==> config.mk <==
export PLATFORM = sky130hd
export DESIGN_NAME = fft_input_framer
export DESIGN_NICKNAME = d
export VERILOG_FILES = /design/src/rtl/fft_input_framer.sv
export SDC_FILE = /design/constraint.sdc
export NUM_CORES = 1
export LEC_CHECK = 0
export CORE_MARGIN = 5
export CORE_UTILIZATION = 30
export CTS_CLUSTER_SIZE = 40
export DETAILED_ROUTE_END_ITERATION = 7
export GPL_TIMING_DRIVEN = 0
export MAX_ROUTING_LAYER = met4
export PLACE_DENSITY = 0.45
export RECOVER_POWER = 25
export SLEW_MARGIN = 20
export SYNTH_ARGS = -nofsm -noshare
export SYNTH_HDL_FRONTEND = slang
export SYNTH_SLANG_ARGS = --single-unit
==> constraint.sdc <==
create_clock -name clk -period 21.3 [get_ports clk]
set_input_delay 3.195 -clock clk [delete_from_list [all_inputs] [get_ports clk]]
set_output_delay 3.195 -clock clk [all_outputs]
set_load 0.05 [all_outputs]
==> src/rtl/fft_input_framer.sv <==
// Ping-pong sample framer for the FFT core: samples land in bit-reversed slots
// of the write bank; completed banks are offered as one wide word in arrival order.
module fft_input_framer #(
  parameter int NO_STAGES    = 4,
  parameter int SAMPLE_WIDTH = 16,
  parameter int CNT_WIDTH    = 16
) (
  input  logic                                      clk,
  input  logic                                      reset,
  input  logic                                      flush,
  input  logic                                      s_valid,
  output logic                                      s_ready,
  input  logic [SAMPLE_WIDTH-1:0]                   s_data,
  input  logic                                      s_last,
  output logic                                      frame_valid,
  input  logic                                      frame_ready,
  output logic [(1<<NO_STAGES)*SAMPLE_WIDTH-1:0]    frame_data,
  output logic [CNT_WIDTH-1:0]                      frame_count,
  output logic                                      error
);

  localparam int N_POINT_FFT = 1 << NO_STAGES;
  localparam logic [NO_STAGES-1:0] LAST_IDX = NO_STAGES'(N_POINT_FFT - 1);

  // Handshakes: a transfer happens on a rising clk edge where valid && ready;
  // ready never depends on valid, and valid/data hold until the transfer.
  logic [SAMPLE_WIDTH-1:0] bank_q [2][N_POINT_FFT];
  logic [1:0]              full_q, full_d;
  logic                    wr_bank_q, wr_bank_d;
  logic                    rd_bank_q, rd_bank_d;
  logic [NO_STAGES-1:0]    wr_idx_q, wr_idx_d;
  logic [CNT_WIDTH-1:0]    frame_count_q, frame_count_d;
  logic                    error_q, error_d;
  logic                    accept;
  logic                    handshake;

  function automatic logic [NO_STAGES-1:0] bitrev(input logic [NO_STAGES-1:0] v);
    logic [NO_STAGES-1:0] r;
    r = '0;
    for (int b = 0; b < NO_STAGES; b++) r[b] = v[NO_STAGES-1-b];
    return r;
  endfunction

  assign s_ready     = !full_q[wr_bank_q];
  assign frame_valid = full_q[rd_bank_q];
  assign frame_count = frame_count_q;
  assign error       = error_q;
  assign accept      = s_valid && s_ready;
  assign handshake   = frame_valid && frame_ready;

  always_comb begin
    full_d        = full_q;
    wr_bank_d     = wr_bank_q;
    rd_bank_d     = rd_bank_q;
    wr_idx_d      = wr_idx_q;
    frame_count_d = frame_count_q;
    error_d       = error_q;
    if (flush) begin
      full_d    = 2'b00;
      wr_bank_d = 1'b0;
      rd_bank_d = 1'b0;
      wr_idx_d  = '0;
      error_d   = 1'b0;
    end else begin
      // Read and write banks differ whenever both events fire, so both updates apply.
      if (handshake) begin
        full_d[rd_bank_q] = 1'b0;
        rd_bank_d         = !rd_bank_q;
        frame_count_d     = frame_count_q + CNT_WIDTH'(1);
      end
      if (accept) begin
        if (wr_idx_q == LAST_IDX) begin
          full_d[wr_bank_q] = 1'b1;
          wr_bank_d         = !wr_bank_q;
          wr_idx_d          = '0;
          if (!s_last) error_d = 1'b1;
        end else if (s_last) begin
          wr_idx_d = '0;
          error_d  = 1'b1;
        end else begin
          wr_idx_d = wr_idx_q + NO_STAGES'(1);
        end
      end
    end
  end

  always_ff @(posedge clk or posedge reset) begin
    if (reset) begin
      full_q        <= 2'b00;
      wr_bank_q     <= 1'b0;
      rd_bank_q     <= 1'b0;
      wr_idx_q      <= '0;
      frame_count_q <= '0;
      error_q       <= 1'b0;
    end else begin
      full_q        <= full_d;
      wr_bank_q     <= wr_bank_d;
      rd_bank_q     <= rd_bank_d;
      wr_idx_q      <= wr_idx_d;
      frame_count_q <= frame_count_d;
      error_q       <= error_d;
    end
  end

  // Bank contents survive flush; stale slots are simply overwritten by later frames.
  always_ff @(posedge clk or posedge reset) begin
    if (reset) begin
      for (int b = 0; b < 2; b++)
        for (int k = 0; k < N_POINT_FFT; k++)
          bank_q[b][k] <= '0;
    end else if (!flush && accept) begin
      bank_q[wr_bank_q][bitrev(wr_idx_q)] <= s_data;
    end
  end

  always_comb begin
    frame_data = '0;
    for (int k = 0; k < N_POINT_FFT; k++)
      frame_data[k*SAMPLE_WIDTH +: SAMPLE_WIDTH] = bank_q[rd_bank_q][k];
  end

endmodule

==> metrics.md <==
| Metric | Value |
|---|---|
| Hold Slack | about 0.48 ns |
| RSZ-0062 raised after global routing | no |
| Kind of critical path | input pin to asynchronous set/reset pin |
| Syn Inst Count | about 1600 |
| PwrDens | ~82 nW/um^2 |
| Design Power | 2.47 mW |
| CP Data Required Time | about 21 ns |
| Area growth from synthesis to layout | 28.3% |
| Switching share of power | between 20% and 30% |
| Site Rows | ~100 |
| Crit path launch type | input pin |
| Full die area | 84100 sq um |
| Comb pwr share | between 9 and 10% |
| CP Data Arrival Time | about 9.4 ns |
| Final HPWL DP | ~56 mm |
| Routed len/inst | 26.1 um |
| R2R depth | 6 |
| Num ports | 297 |
| Hold-critical path depth | 1 |
| Net Sw Power | between 600 and 700 uW |
| Sequential share of the synthesized area | between 50% and 60% |
| Part of the cycle the worst path needs | between 40% and 50% |
| Clk pin slew, worst setup/hold paths | approximately 0.050 ns |
| Share of cells above drive strength 1 | 47.1% |
| Post-CTS setup buffers | 0 |
| Worst-Skew Late Latency | between 0.5 and 0.6 ns |
| Placed insts | between 2000 and 3000 |
| TritonCTS clock tree | built |
| DRC | 0 |
| Final WL | between 70 and 80 mm |
| DR vias/cell | 4.71 |
| Achievable Freq | between 0.09 and 0.1 GHz |
| Synthesized flop and latch total | approximately 540 |
| Maxcap violations | 3 |
| Clock sinks | about 540 |
| Hold WC Path Type | flop to flop |
| Leak pwr | ~14 nW |
| Quantity of hold-fixing buffers added after cts | 0 |
| Worst-path fanout max | 99 |
| Placement Setup Slack | between 10 and 15 ns |
| CP endpoint kind | asynchronous set/reset pin |
| Fin. Hold Viols | 0 |
| Synth Cell Area | around 24000 sq um |
| Vias | 14248 |
| Final max-slew violation count | 260 |
| Int Power | 1.85 mW |
| Avg Inst Size Synth | around 15 sq um |
| Syn. warnings | 0 |
| Routed Antenna Nets | 0 |
| Most frequent cells in the layout | mux2_2, dfrtp_1, clkdlybuf4s50_1 |
| Cts bufs inserted | 67 |
| Drt first pass iters | 5 |
| Initial Utilization | between 30% and 40% |
| Post-route non-filler standard cell count | 3023 |
| Fin worst setup slack | 11.29 ns |
| Final setup violation count | 0 |
| Post-Syn Nets | 1590 |
| Die width | between 200 and 300 um |
| # resized after CTS | 0 |
| Count of cell types in the netlist | 37 |
| Failing checks | max-capacitance violations, max-slew violations |
| Initial antenna violation count | 2 |
| Core area | 77600 sq um |
| Htree depth | 3 |
| Status | complete, but fails checks |
| Skew final | 0.0122 ns |
| Max IR drop VDD | between 0.04 and 0.05 mV |
| Clock root cell | clkbuf_16 |
| Port bufs | just under 300 |
| Clock Tree Buf Depth | 3 |
| Slew headroom | -267% |
| Nets | approximately 2000 |
| Number of global-route vias before repair | 15724 |
| Pin count of the biggest net entering global routing | 102 |
| Clock network fraction of total power | between 40 and 50% |
| Die Ht | between 200 and 300 um |
| Final GP Congestion | roughly 0.77 |
| Flop pwr share | 42.6% |
| Filler instances | 7432 |
| Tightest Pin Transition | about 5.5 ns |
| Commonest non-fill, non-tap cell in the layout | mux2_2 |
| First-pass GRT wire length | between 100 and 150 mm |
| Fin crit period | 10.01 ns |
| Initial DRC count | about 670 |
| Total gr overflow | 0 |
| Gr usage total | around a fifth |
worst max-delay path, stage by stage:
cell and delay, ns:
dlygate4sd3_1 0.55, clkinvlp_2 1.55, clkbuf_1 3.95
metal layers:
layer	vias to the layer above	part of all wire [%]	global-route usage [%]
li1	6332	-	-
met1	7573	46	24.9
met5	-	0	-
met2	269	49	31.4
met3	74	3.4	2.87
met4	0	1.6	4.07
synth_stat cells:
cell / instances / area (sq um)
nand3b_1: 2 / 15.0
and3_1: 3 / 18.8
xnor2_1: 13 / 114
or4b_4: 1 / 13.8
nand2_2: 15 / 93.8
nor3_1: 2 / 10.0
and4bb_2: 1 / 12.5
mux2i_1: 2 / 20.0
buf_4: 1 / 7.51
xor2_1: 3 / 26.3
buf_2: 26 / 130
inv_1: 5 / 18.8
or4b_2: 1 / 10.0
and2_1: 5 / 31.3
ha_1: 5 / 62.6
nor2_1: 7 / 26.3
nor3_4: 1 / 16.3
nand3_1: 14 / 70.1
and2_0: 1 / 6.26
o21ai_0: 3 / 15.0
nor2b_1: 3 / 18.8
clkbuf_1: 87 / 327
nand4_1: 4 / 25.0
buf_6: 7 / 78.8
nor4_1: 3 / 18.8
or2_2: 1 / 6.26
clkbuf_8: 1 / 13.8
nand2b_1: 2 / 12.5
nand4b_1: 1 / 8.76
a311oi_1: 1 / 8.76
nor3b_4: 2 / 37.5
nor3b_1: 1 / 7.51
dfrtp_1: 537 / 13400
mux2_2: 769 / 8660
a21oi_1: 6 / 30.0
or4_1: 1 / 7.51
nand2_1: 26 / 97.6
stage by stage:
step / utilization [%] / cell area, sq um / TNS [ns]
finish: 38.9 / 30200 / 0
CTS: 38.9 / 30200 / 0
global placement: 35.8 / 27800 / -1980.40
floorplan: - / 23500 / 0
global route: 38.9 / 30200 / 0
detailed placement: 36.0 / 27900 / 0
logic make-up (layout without fill, tap and decap cells):
| logic type | Yosys count | after routing | share of synthesized area, % |
|---|---|---|---|
| buffers and inverters | 127 | 545 | 2.45 |
| other | 0 | 2 | 0 |
| xor gates and xnor gates | 16 | 16 | 0.596 |
| muxes | 771 | 771 | 36.9 |
| adders and majority gates | 5 | 5 | 0.266 |
| DFF | 537 | 537 | 57.1 |
| and+or+nand+nor | 97 | 97 | 2.40 |
| AOI/OAI and AO/OA | 10 | 10 | 0.229 |
power by group through the flow:
stage / registers (mW) / clock network [mW] / logic [mW]
after global routing: 1.06 / 1.25 / 0.256
after global placement: 1.07 / 0 / 0.244
after detailed placement: 1.07 / 0 / 0.249
after CTS: 1.05 / 1.21 / 0.250
final: 1.05 / 1.17 / 0.243
after floorplan: 1.07 / 0 / 0.147
flip-flops by register name (all words and copies together) (netlist names):
name / cells
bank_q: 512
error: 1
frame_count: 16
full_q: 2
rd_bank_q: 1
wr_bank_q: 1
wr_idx_q: 4
area by class of cell:
class	count	area (sq um)	area share [%]
sequential	537	13400	44.6
inverter	5	20.0	0.0664
multi-input combinational	899	9500	31.5
buffer	122	556	1.84
clock inverter	14	205	0.680
timing repair buffer	301	3050	10.1
tap	1040	1300	4.31
clock buffer	103	2090	6.92
antenna	2	5.00	0.0166
worst paths after layout:
kind | startpoint | to | slack, ns
worst max-delay path | reset | bank_q[469]$_DFFE_PP0P_ | 11.29
worst min-delay path | frame_count[15]$_DFFE_PP0P_ | frame_count[15]$_DFFE_PP0P_ | 0.48
worst max register to register | wr_idx_q[0]$_DFFE_PP0P_ | bank_q[7]$_DFFE_PP0P_ | 18.63
worst min register to register | frame_count[15]$_DFFE_PP0P_ | frame_count[15]$_DFFE_PP0P_ | 0.48
max in group clk | rd_bank_q$_DFFE_PP0P_ | frame_data[44] | 14.10
min in group asynchronous | reset | bank_q[7]$_DFFE_PP0P_ | 3.85
Power figures use the tool's default switching activity.
